===== config.mk =====
export PLATFORM = sky130hd
export DESIGN_NAME = weight_monitor_flat
export DESIGN_NICKNAME = d
export VERILOG_FILES = /design/src/rtl/weight_monitor_if.sv /design/src/rtl/weight_monitor.sv /design/src/flat_wrapper.sv
export SDC_FILE = /design/constraint.sdc
export NUM_CORES = 1
export LEC_CHECK = 0
export CELL_PAD_IN_SITES_DETAIL_PLACEMENT = 2
export CELL_PAD_IN_SITES_GLOBAL_PLACEMENT = 2
export CORE_MARGIN = 5
export CORE_UTILIZATION = 28
export CTS_CLUSTER_SIZE = 14
export DETAILED_ROUTE_END_ITERATION = 10
export PLACE_DENSITY = 0.83
export SETUP_SLACK_MARGIN = 0.2
export SYNTH_ARGS = -nofsm -noshare
export SYNTH_HDL_FRONTEND = slang
export SYNTH_SLANG_ARGS = --single-unit

===== constraint.sdc =====
create_clock -name clk -period 4.7 [get_ports clk]
set_input_delay 0.94 -clock clk [delete_from_list [all_inputs] [get_ports clk]]
set_output_delay 0.94 -clock clk [all_outputs]
set_load 0.1 [all_outputs]

===== src/rtl/weight_monitor_if.sv =====
// Bus bundle for the cabin weight monitor: sample strobe, load-cell readings,
// maintenance override in; total, overload flag, alarms and counter out.
interface weight_monitor_if #(
   parameter int unsigned NUM_CELLS = 4,
   parameter int unsigned CELL_W    = 8,
   parameter int unsigned SUM_W     = CELL_W + $clog2(NUM_CELLS)
);
   logic                                sample_valid;
   logic [NUM_CELLS-1:0][CELL_W-1:0]    cell_weight;
   logic [NUM_CELLS-1:0]                cell_enable;
   logic                                override;
   logic [SUM_W-1:0]                    total_weight;
   logic                                weight_limit_exceeded;
   logic                                door_hold;
   logic                                buzzer;
   logic [7:0]                          overload_count;

   modport master (
      output sample_valid, cell_weight, cell_enable, override,
      input  total_weight, weight_limit_exceeded, door_hold, buzzer, overload_count
   );

   modport slave (
      input  sample_valid, cell_weight, cell_enable, override,
      output total_weight, weight_limit_exceeded, door_hold, buzzer, overload_count
   );
endinterface


===== src/rtl/weight_monitor.sv =====
// Elevator cabin overload monitor: sums enabled load cells, debounces the
// overload decision with hysteresis, and drives door-hold and buzzer alarms.
module weight_monitor_cell #(
   parameter int unsigned CELL_W = 8,
   parameter int unsigned SUM_W  = 10
) (
   input  logic [CELL_W-1:0] weight,
   input  logic              enable,
   output logic [SUM_W-1:0]  masked
);
   assign masked = enable ? SUM_W'(weight) : '0;
endmodule

module weight_monitor #(
   parameter int unsigned NUM_CELLS = 4,
   parameter int unsigned CELL_W    = 8,
   parameter int unsigned LIMIT     = 600,
   parameter int unsigned HYST      = 40,
   parameter int unsigned DEBOUNCE  = 4,
   parameter int unsigned BUZZ_HALF = 8
) (
   input  logic            clk,
   input  logic            rst_n,
   weight_monitor_if.slave bus
);
   localparam int unsigned SUM_W = CELL_W + $clog2(NUM_CELLS);
   localparam int unsigned CNT_W = $clog2(DEBOUNCE + 1);
   localparam int unsigned BT_W  = $clog2(BUZZ_HALF + 1);
   localparam logic [CNT_W-1:0] DEB_L  = CNT_W'(DEBOUNCE);
   localparam logic [BT_W-1:0]  BUZ_L  = BT_W'(BUZZ_HALF - 1);
   localparam int unsigned      CLR_LVL = LIMIT - HYST;

   typedef enum logic [1:0] {NORMAL, PEND_OVER, OVERLOAD, PEND_CLEAR} state_t;

   state_t                          state, state_nxt;
   logic [CNT_W-1:0]                cnt, cnt_nxt, cnt_inc;
   logic [NUM_CELLS-1:0][SUM_W-1:0] masked;
   logic [SUM_W-1:0]                sum_c, total_q;
   logic                            eval, flag_q, over, under, enter_ovl, door_hold;
   logic [BT_W-1:0]                 buz_tmr;
   logic                            buz_ph;
   logic [7:0]                      ovl_cnt;

   for (genvar g = 0; g < NUM_CELLS; g++) begin : g_cell
      weight_monitor_cell #(.CELL_W(CELL_W), .SUM_W(SUM_W)) u_cell (
         .weight (bus.cell_weight[g]),
         .enable (bus.cell_enable[g]),
         .masked (masked[g])
      );
   end

   // SUM_W has clog2(NUM_CELLS) headroom bits, so this never wraps
   always_comb begin
      sum_c = '0;
      for (int i = 0; i < NUM_CELLS; i++) sum_c = sum_c + masked[i];
   end

   assign over    = 32'(total_q) > LIMIT;
   assign under   = 32'(total_q) < CLR_LVL;
   assign cnt_inc = cnt + 1'b1;

   always_comb begin
      state_nxt = state;
      cnt_nxt   = cnt;
      if (eval) begin
         case (state)
            NORMAL: begin
               cnt_nxt = '0;
               if (over) begin
                  if (DEBOUNCE == 1) state_nxt = OVERLOAD;
                  else begin
                     state_nxt = PEND_OVER;
                     cnt_nxt   = CNT_W'(1);
                  end
               end
            end
            PEND_OVER: begin
               if (!over) begin
                  state_nxt = NORMAL;
                  cnt_nxt   = '0;
               end else if (cnt_inc == DEB_L) begin
                  state_nxt = OVERLOAD;
                  cnt_nxt   = '0;
               end else cnt_nxt = cnt_inc;
            end
            OVERLOAD: begin
               cnt_nxt = '0;
               if (under) begin
                  if (DEBOUNCE == 1) state_nxt = NORMAL;
                  else begin
                     state_nxt = PEND_CLEAR;
                     cnt_nxt   = CNT_W'(1);
                  end
               end
            end
            PEND_CLEAR: begin
               if (!under) begin
                  state_nxt = OVERLOAD;
                  cnt_nxt   = '0;
               end else if (cnt_inc == DEB_L) begin
                  state_nxt = NORMAL;
                  cnt_nxt   = '0;
               end else cnt_nxt = cnt_inc;
            end
            default: begin
               state_nxt = NORMAL;
               cnt_nxt   = '0;
            end
         endcase
      end
   end

   // a bounce back from PEND_CLEAR is the same episode, so it is not counted
   assign enter_ovl = (state_nxt == OVERLOAD) && (state == NORMAL || state == PEND_OVER);
   assign door_hold = flag_q & ~bus.override;

   always_ff @(posedge clk) begin
      if (!rst_n) begin
         state   <= NORMAL;
         cnt     <= '0;
         eval    <= 1'b0;
         total_q <= '0;
         flag_q  <= 1'b0;
         buz_tmr <= '0;
         buz_ph  <= 1'b0;
         ovl_cnt <= '0;
      end else begin
         eval   <= bus.sample_valid;
         if (bus.sample_valid) total_q <= sum_c;
         state  <= state_nxt;
         cnt    <= cnt_nxt;
         flag_q <= (state_nxt == OVERLOAD) || (state_nxt == PEND_CLEAR);
         if (enter_ovl && ovl_cnt != 8'hFF) ovl_cnt <= ovl_cnt + 8'd1;
         if (!door_hold) begin
            buz_tmr <= '0;
            buz_ph  <= 1'b0;
         end else if (buz_tmr == BUZ_L) begin
            buz_tmr <= '0;
            buz_ph  <= ~buz_ph;
         end else buz_tmr <= buz_tmr + 1'b1;
      end
   end

   assign bus.total_weight          = total_q;
   assign bus.weight_limit_exceeded = flag_q;
   assign bus.door_hold             = door_hold;
   assign bus.buzzer                = door_hold & ~buz_ph;
   assign bus.overload_count        = ovl_cnt;
endmodule


===== src/flat_wrapper.sv =====
// flat-port wrapper written by rule: the top's interface ports become plain ports
module weight_monitor_flat 
#(
   parameter int unsigned NUM_CELLS = 4,
   parameter int unsigned CELL_W    = 8,
   parameter int unsigned LIMIT     = 600,
   parameter int unsigned HYST      = 40,
   parameter int unsigned DEBOUNCE  = 4,
   parameter int unsigned BUZZ_HALF = 8
)
  (clk, rst_n, bus_sample_valid, bus_cell_weight, bus_cell_enable, bus_override, bus_total_weight, bus_weight_limit_exceeded, bus_door_hold, bus_buzzer, bus_overload_count);
  weight_monitor_if #(.NUM_CELLS(NUM_CELLS), .CELL_W(CELL_W)) bus_i ();
  input  logic clk;
  input  logic rst_n;
  input wire logic [$bits(bus_i.sample_valid)-1:0] bus_sample_valid;
  input wire logic [$bits(bus_i.cell_weight)-1:0] bus_cell_weight;
  input wire logic [$bits(bus_i.cell_enable)-1:0] bus_cell_enable;
  input wire logic [$bits(bus_i.override)-1:0] bus_override;
  output wire logic [$bits(bus_i.total_weight)-1:0] bus_total_weight;
  output wire logic [$bits(bus_i.weight_limit_exceeded)-1:0] bus_weight_limit_exceeded;
  output wire logic [$bits(bus_i.door_hold)-1:0] bus_door_hold;
  output wire logic [$bits(bus_i.buzzer)-1:0] bus_buzzer;
  output wire logic [$bits(bus_i.overload_count)-1:0] bus_overload_count;
  assign bus_i.sample_valid = bus_sample_valid;
  assign bus_i.cell_weight = bus_cell_weight;
  assign bus_i.cell_enable = bus_cell_enable;
  assign bus_i.override = bus_override;
  assign bus_total_weight = bus_i.total_weight;
  assign bus_weight_limit_exceeded = bus_i.weight_limit_exceeded;
  assign bus_door_hold = bus_i.door_hold;
  assign bus_buzzer = bus_i.buzzer;
  assign bus_overload_count = bus_i.overload_count;
  weight_monitor #(.NUM_CELLS(NUM_CELLS), .CELL_W(CELL_W), .LIMIT(LIMIT), .HYST(HYST), .DEBOUNCE(DEBOUNCE), .BUZZ_HALF(BUZZ_HALF)) u_core (.clk(clk), .rst_n(rst_n), .bus(bus_i));
endmodule

# After elaboration in Yosys (flattened, before gate mapping)
# Index checks and enable logic that the tools add are counted.
# totals
reg_bits	30
input_bits	40
word_cells	55
# op_classes
n_addsub	6
n_lt_le_gt_ge	2
n_eq_ne	8
muxes	18
n_bitwise	6
n_reduce_logical	7
# op_table
cell	n
$mux W8	4
$add A10 B10 Y10	3
$mux W2	7
$pmux W3 S4	1
$gt A10 B10 Y1 const B	1
$lt A10 B10 Y1 const B	1
$mux W3	3
$add A8 B1 Y8 const B	1
$eq A2 B2 Y1 const B	4
$ne A8 B8 Y1 const B	1
$pmux W2 S4	1
$add A4 B1 Y4 const B	1
$eq A4 B3 Y1 const B	1
$not A1 Y1	4
$add A3 B1 Y3 const B	1
$eq A3 B3 Y1 const B	1
$reduce_or A3 Y1	1
$and A1 B1 Y1	2
$eq A2 B1 Y1 const B	1
$logic_and A1 B1 Y1	2
$logic_not A2 Y1	1
$logic_or A1 B1 Y1	2
$mux W1	2
$reduce_and A2 Y1	1

# Depth between registers and ports, before layout
# Gate-level depths: netlist (run 1).
# logic_depth
depth_word	9
mapped_depth	11
mapped_depth_nobuf	11

# Modules after synthesis
# A second synthesis (run 1) with hierarchy kept.
# hier_totals
hier_cells	307
hier_area_um2	2501.1
# by_module_without_submodules
mod	instances	cells_per_inst	area_per_inst_um2	seq_area_each_um2
weight_monitor	1	263	2225.9	600.6
weight_monitor_cell	4	11	68.8	0.0

# Least setup slack after synthesis (run 1)
# Ideal clock, no wire load.
# synth_path
kind	register to output
startpoint	register u_core.flag_q (netlist: u_core.bus.weight_limit_exceeded)
endpoint	output bus_buzzer
t_arrival_ns	3.940
slack_ns	-0.180
stages_incl_launch_ff	3
path_cell_list	dfxtp_1 nor2b_1 nor2b_1
# synth_via
elab_chain_len	2
# synth_rtl
element	line_no	source
start: declaration	weight_monitor.sv:39	logic eval, flag_q, over, under, enter_ovl, door_hold;
start signal: assignment	weight_monitor.sv:132	flag_q <= (state_nxt == OVERLOAD) || (state_nxt == PEND_CLEAR);
$and A1 B1 Y1	weight_monitor.sv:115	assign door_hold = flag_q & ~bus.override;
via bus_door_hold	flat_wrapper.sv:21	output wire logic [$bits(bus_i.door_hold)-1:0] bus_door_hold;
$and A1 B1 Y1	weight_monitor.sv:147	assign bus.buzzer = door_hold & ~buz_ph;
end: declaration	flat_wrapper.sv:22	output wire logic [$bits(bus_i.buzzer)-1:0] bus_buzzer;
# The timed path passes the listed nets, and every way through them passes these cells.

# Final worst setup path (run 1)
# layout_path
startpoint	input bus_cell_enable[3]
endpoint	register u_core.total_q[7] (netlist: u_core.bus.total_weight[7])
# layout_via
elab_chain_len	2
# layout_rtl
element	line_no	source
start: declaration	flat_wrapper.sv:17	input wire logic [$bits(bus_i.cell_enable)-1:0] bus_cell_enable;
$mux W8	weight_monitor.sv:11	assign masked = enable ? SUM_W'(weight) : '0;
$add A10 B10 Y10	weight_monitor.sv:55	for (int i = 0; i < NUM_CELLS; i++) sum_c = sum_c + masked[i];
end signal: assignment	weight_monitor.sv:129	if (bus.sample_valid) total_q <= sum_c;
end: declaration	weight_monitor.sv:38	logic [SUM_W-1:0] sum_c, total_q;
# Every way passes these cells.
# A chain may end at the register's enable or synchronous reset.

==> out/metrics.cfg, run 1 <==
[outcome]
status = complete, no violations

[global_routing]
grt_usage = 0.134
grt_pass1_wl_um = 10900
grt_max_degree = 23
antenna_found_initial = 0
grt_overflow = 0
grt_pass1_vias = 2373

[critical_path]
r2r_start = u_core.cnt[0]$_SDFFE_PN0P_
rr_endpoint = u_core.bus.overload_count[1]$_SDFFE_PN0P_
cp-end-kind = flop
critical_path_arrival_ns = 4.36
endpoint = u_core.bus.total_weight[7]$_SDFFE_PN0P_
crit_start = bus_cell_enable[3]
crit_fanout = 8
crit_type = input port to flop
r2r_slack_ns = 2.73
start_kind = input port
ff2ff_path_depth = 6
cp.required_ns = 4.87

[floorplanning]
placementRows = 32
fp.dieW_um = 99.8
die_area_um2 = 9960
die_h_um = 99.8
core-area_um2 = 7810
start_util = 0.289
ios = 61

[finish]
n_fill_cell = 881
nNetsFinal = 389
flow.area_growth_from_synthesis_pct = 35.8
utilization = 0.393
drive_gt1_frac = 0.0654
num_antenna_cells = 0

[logic_synthesis]
synthesis.area_um2 = 2260
yosys-top-cells-count = inv_1, dfxtp_1, and2_1, nor2_1, nand2_1
synth.area.top_cells = dfxtp_1, fa_1, ha_1, and2_1, inv_1
ys_ff_latch = 30
avgSynthCellArea_um2 = 8.78
yosysWarnings = 0
synthCells = 257
yosysMostFrequentCell = inv_1
yosys.area.top_type = dfxtp_1
async_flop_share = 0
synth_ff_type = dfxtp_1
synth_nets = 326
synth_edf_count = 0
yosysTopAreaCellShare = 0.266
ys_seq_area_frac = 0.266
yosysUniqueCellTypes = 47

[placement]
globalplace.congestion = 0.747
dp_hpwl_um = 5370
numPortBuffers = 60

[worst_hold_path]
hold_path.class = flop to flop

[drt]
first_iter_violations = 23
final_antenna_net_count = 0
wirelength_um = 6220
vias_per_cell = 4.78
num_vias = 2023
drc = 0
drt_first_pass_iters = 4
wire_per_inst_um = 14.7

[sta]
timing.final.crit_share = 0.892
finalSetupViolations = 0
rsz0062_at_grt = false
max_slew_margin = 0.346
fin_skew_ns = 0.00959
max_freq_mhz = 239
tns_ns = 0
drv_slew = 0
period_needed_ns = 4.19
tightest_slew_ns = 0.979
hold_violations = 0

[clock_network]
cts_tree = done
htreeDepth = 2
clock_latency_ns = 0.28
cts_resized = 0
clockBufferDepth = 2
clk_pin_slew_ns = 0.07
cts_buffers = 5
cts_setup_buffers = 0
clock_sink_count = 30
cts_root_buf = clkbuf_8
hold_buffers = 0

[power_and_ir_drop]
power_density_nw_per_um2 = 294
power_leakage_uw = 0.00128
ir_drop_v = 0.0000978

[flow_run]
maxCapViolCount = 0

[kinds of logic (layout without fill, tap and decap cells)]
| kind of cell | Yosys count | after routing | synth area share |
|---|---|---|---|
| buffers and inverters | 36 | 100 | 0.0604 |
| DFF | 30 | 30 | 0.266 |
| xor gates and xnor gates | 14 | 14 | 0.0543 |
| muxes | 8 | 8 | 0.0355 |
| and+or+nand+nor | 110 | 110 | 0.274 |
| AOI/OAI and AO/OA | 30 | 30 | 0.0953 |
| adders and majority gates | 29 | 29 | 0.214 |
[metal layers]
| metal | wire, µm | global-route usage |
|---|---|---|
| met5 | 0 | 0 |
| met4 | 81 | 0.0368 |
| met3 | 386 | 0.0368 |
| met2 | 3350 | 0.253 |
| met1 | 2400 | 0.145 |
[sequential cells by signal, summed over array words and instances, names as in the netlist]
name                              cells
u_core.bus.total_weight              10
u_core.bus.overload_count             8
u_core.buz_tmr                        4
u_core.cnt                            3
u_core.state                          2
u_core.bus.weight_limit_exceeded      1
u_core.buz_ph                         1
u_core.eval                           1
[area by class of cell]
class	count	area (µm²)	share of cell area
Tap cell	102	128	0.0416
Inverter	31	116	0.0380
Sequential cell	30	601	0.196
Timing Repair Buffer	61	603	0.197
Clock buffer	6	82.6	0.0269
Multi-Input combinational cell	191	1520	0.497
Clock inverter	2	12.5	0.00408
[power breakdown]
group / internal [µW] / total (µW) / switching, µW
registers: 270 / 291 / 20.8
logic: 145 / 390 / 245
clock network: 118 / 220 / 102
total: 532 / 900 / 368
[worst max-delay path, cell delays in order]
cell             delay, ns
clkdlybuf4s50_1       0.53
and2_1                0.23
fa_1                  0.54
inv_1                 0.06
fa_1                  0.53
inv_1                 0.07
fa_1                  0.46
a21o_1                0.20
a21oi_1               0.20
o21ai_0               0.15
mux2i_1               0.14
a311o_1               0.32
[how the worst min path moves through the flow]
| stage | depth (start not counted) | to | startpoint |
|---|---|---|---|
| global placement | 1 | u_core.buz_tmr[0]$_SDFF_PP0_ | u_core.buz_tmr[0]$_SDFF_PP0_ |
| finish | 1 | u_core.buz_tmr[0]$_SDFF_PP0_ | u_core.buz_tmr[0]$_SDFF_PP0_ |
| floorplan | 1 | u_core.buz_tmr[0]$_SDFF_PP0_ | u_core.buz_tmr[0]$_SDFF_PP0_ |
| CTS | 1 | u_core.buz_tmr[0]$_SDFF_PP0_ | u_core.buz_tmr[0]$_SDFF_PP0_ |
| detailed placement | 1 | u_core.buz_tmr[0]$_SDFF_PP0_ | u_core.buz_tmr[0]$_SDFF_PP0_ |
| global route | 1 | u_core.buz_tmr[0]$_SDFF_PP0_ | u_core.buz_tmr[0]$_SDFF_PP0_ |
[cell usage in the layout (no fill, tap or decap), drive strengths merged, types with 2 or more instances in the layout]
master	Yosys	layout
a211oi	2	2
a21oi	9	9
a31oi	2	2
and2	25	25
and3	6	6
buf	2	3
clkbuf	3	6
clkdlybuf4s50	0	58
dfxtp	30	30
fa	16	16
ha	13	13
inv	31	31
mux2i	8	8
nand2	20	20
nand2b	3	3
nand3	10	10
nand3b	2	2
nand4b	2	2
nor2	22	22
nor2b	5	5
nor3	2	2
nor4	3	3
nor4b	2	2
o211ai	2	2
o21ai	4	4
o22ai	4	4
or3	2	2
xnor2	8	8
xor2	6	6
[metrics by stage]
stage	hold slack [ns]	setup slack (ns)	total power, µW	area, µm²	cells
2_1_floorplan	0.418	0.341	569	2260	257
3_3_place_gp	0.429	0.283	676	2970	415
4_1_cts	0.454	0.475	916	3070	423
6_report	0.453	0.510	900	3070	423
5_1_grt	0.477	0.297	959	3070	423
3_5_place_dp	0.439	0.167	692	2970	415
No activity file was read; power rests on OpenSTA's default activity.
==> run 2: changes to the inputs <==
--- a/config.mk
+++ b/config.mk
@@ -11,6 +11,7 @@
 export CORE_UTILIZATION = 28
 export CTS_CLUSTER_SIZE = 14
 export DETAILED_ROUTE_END_ITERATION = 10
+export HOLD_SLACK_MARGIN = 0.08
 export PLACE_DENSITY = 0.83
 export SETUP_SLACK_MARGIN = 0.2
 export SYNTH_ARGS = -nofsm -noshare
==> results of run 2 <==
The final DEF is identical to that of run 1; final timing and power are the same.
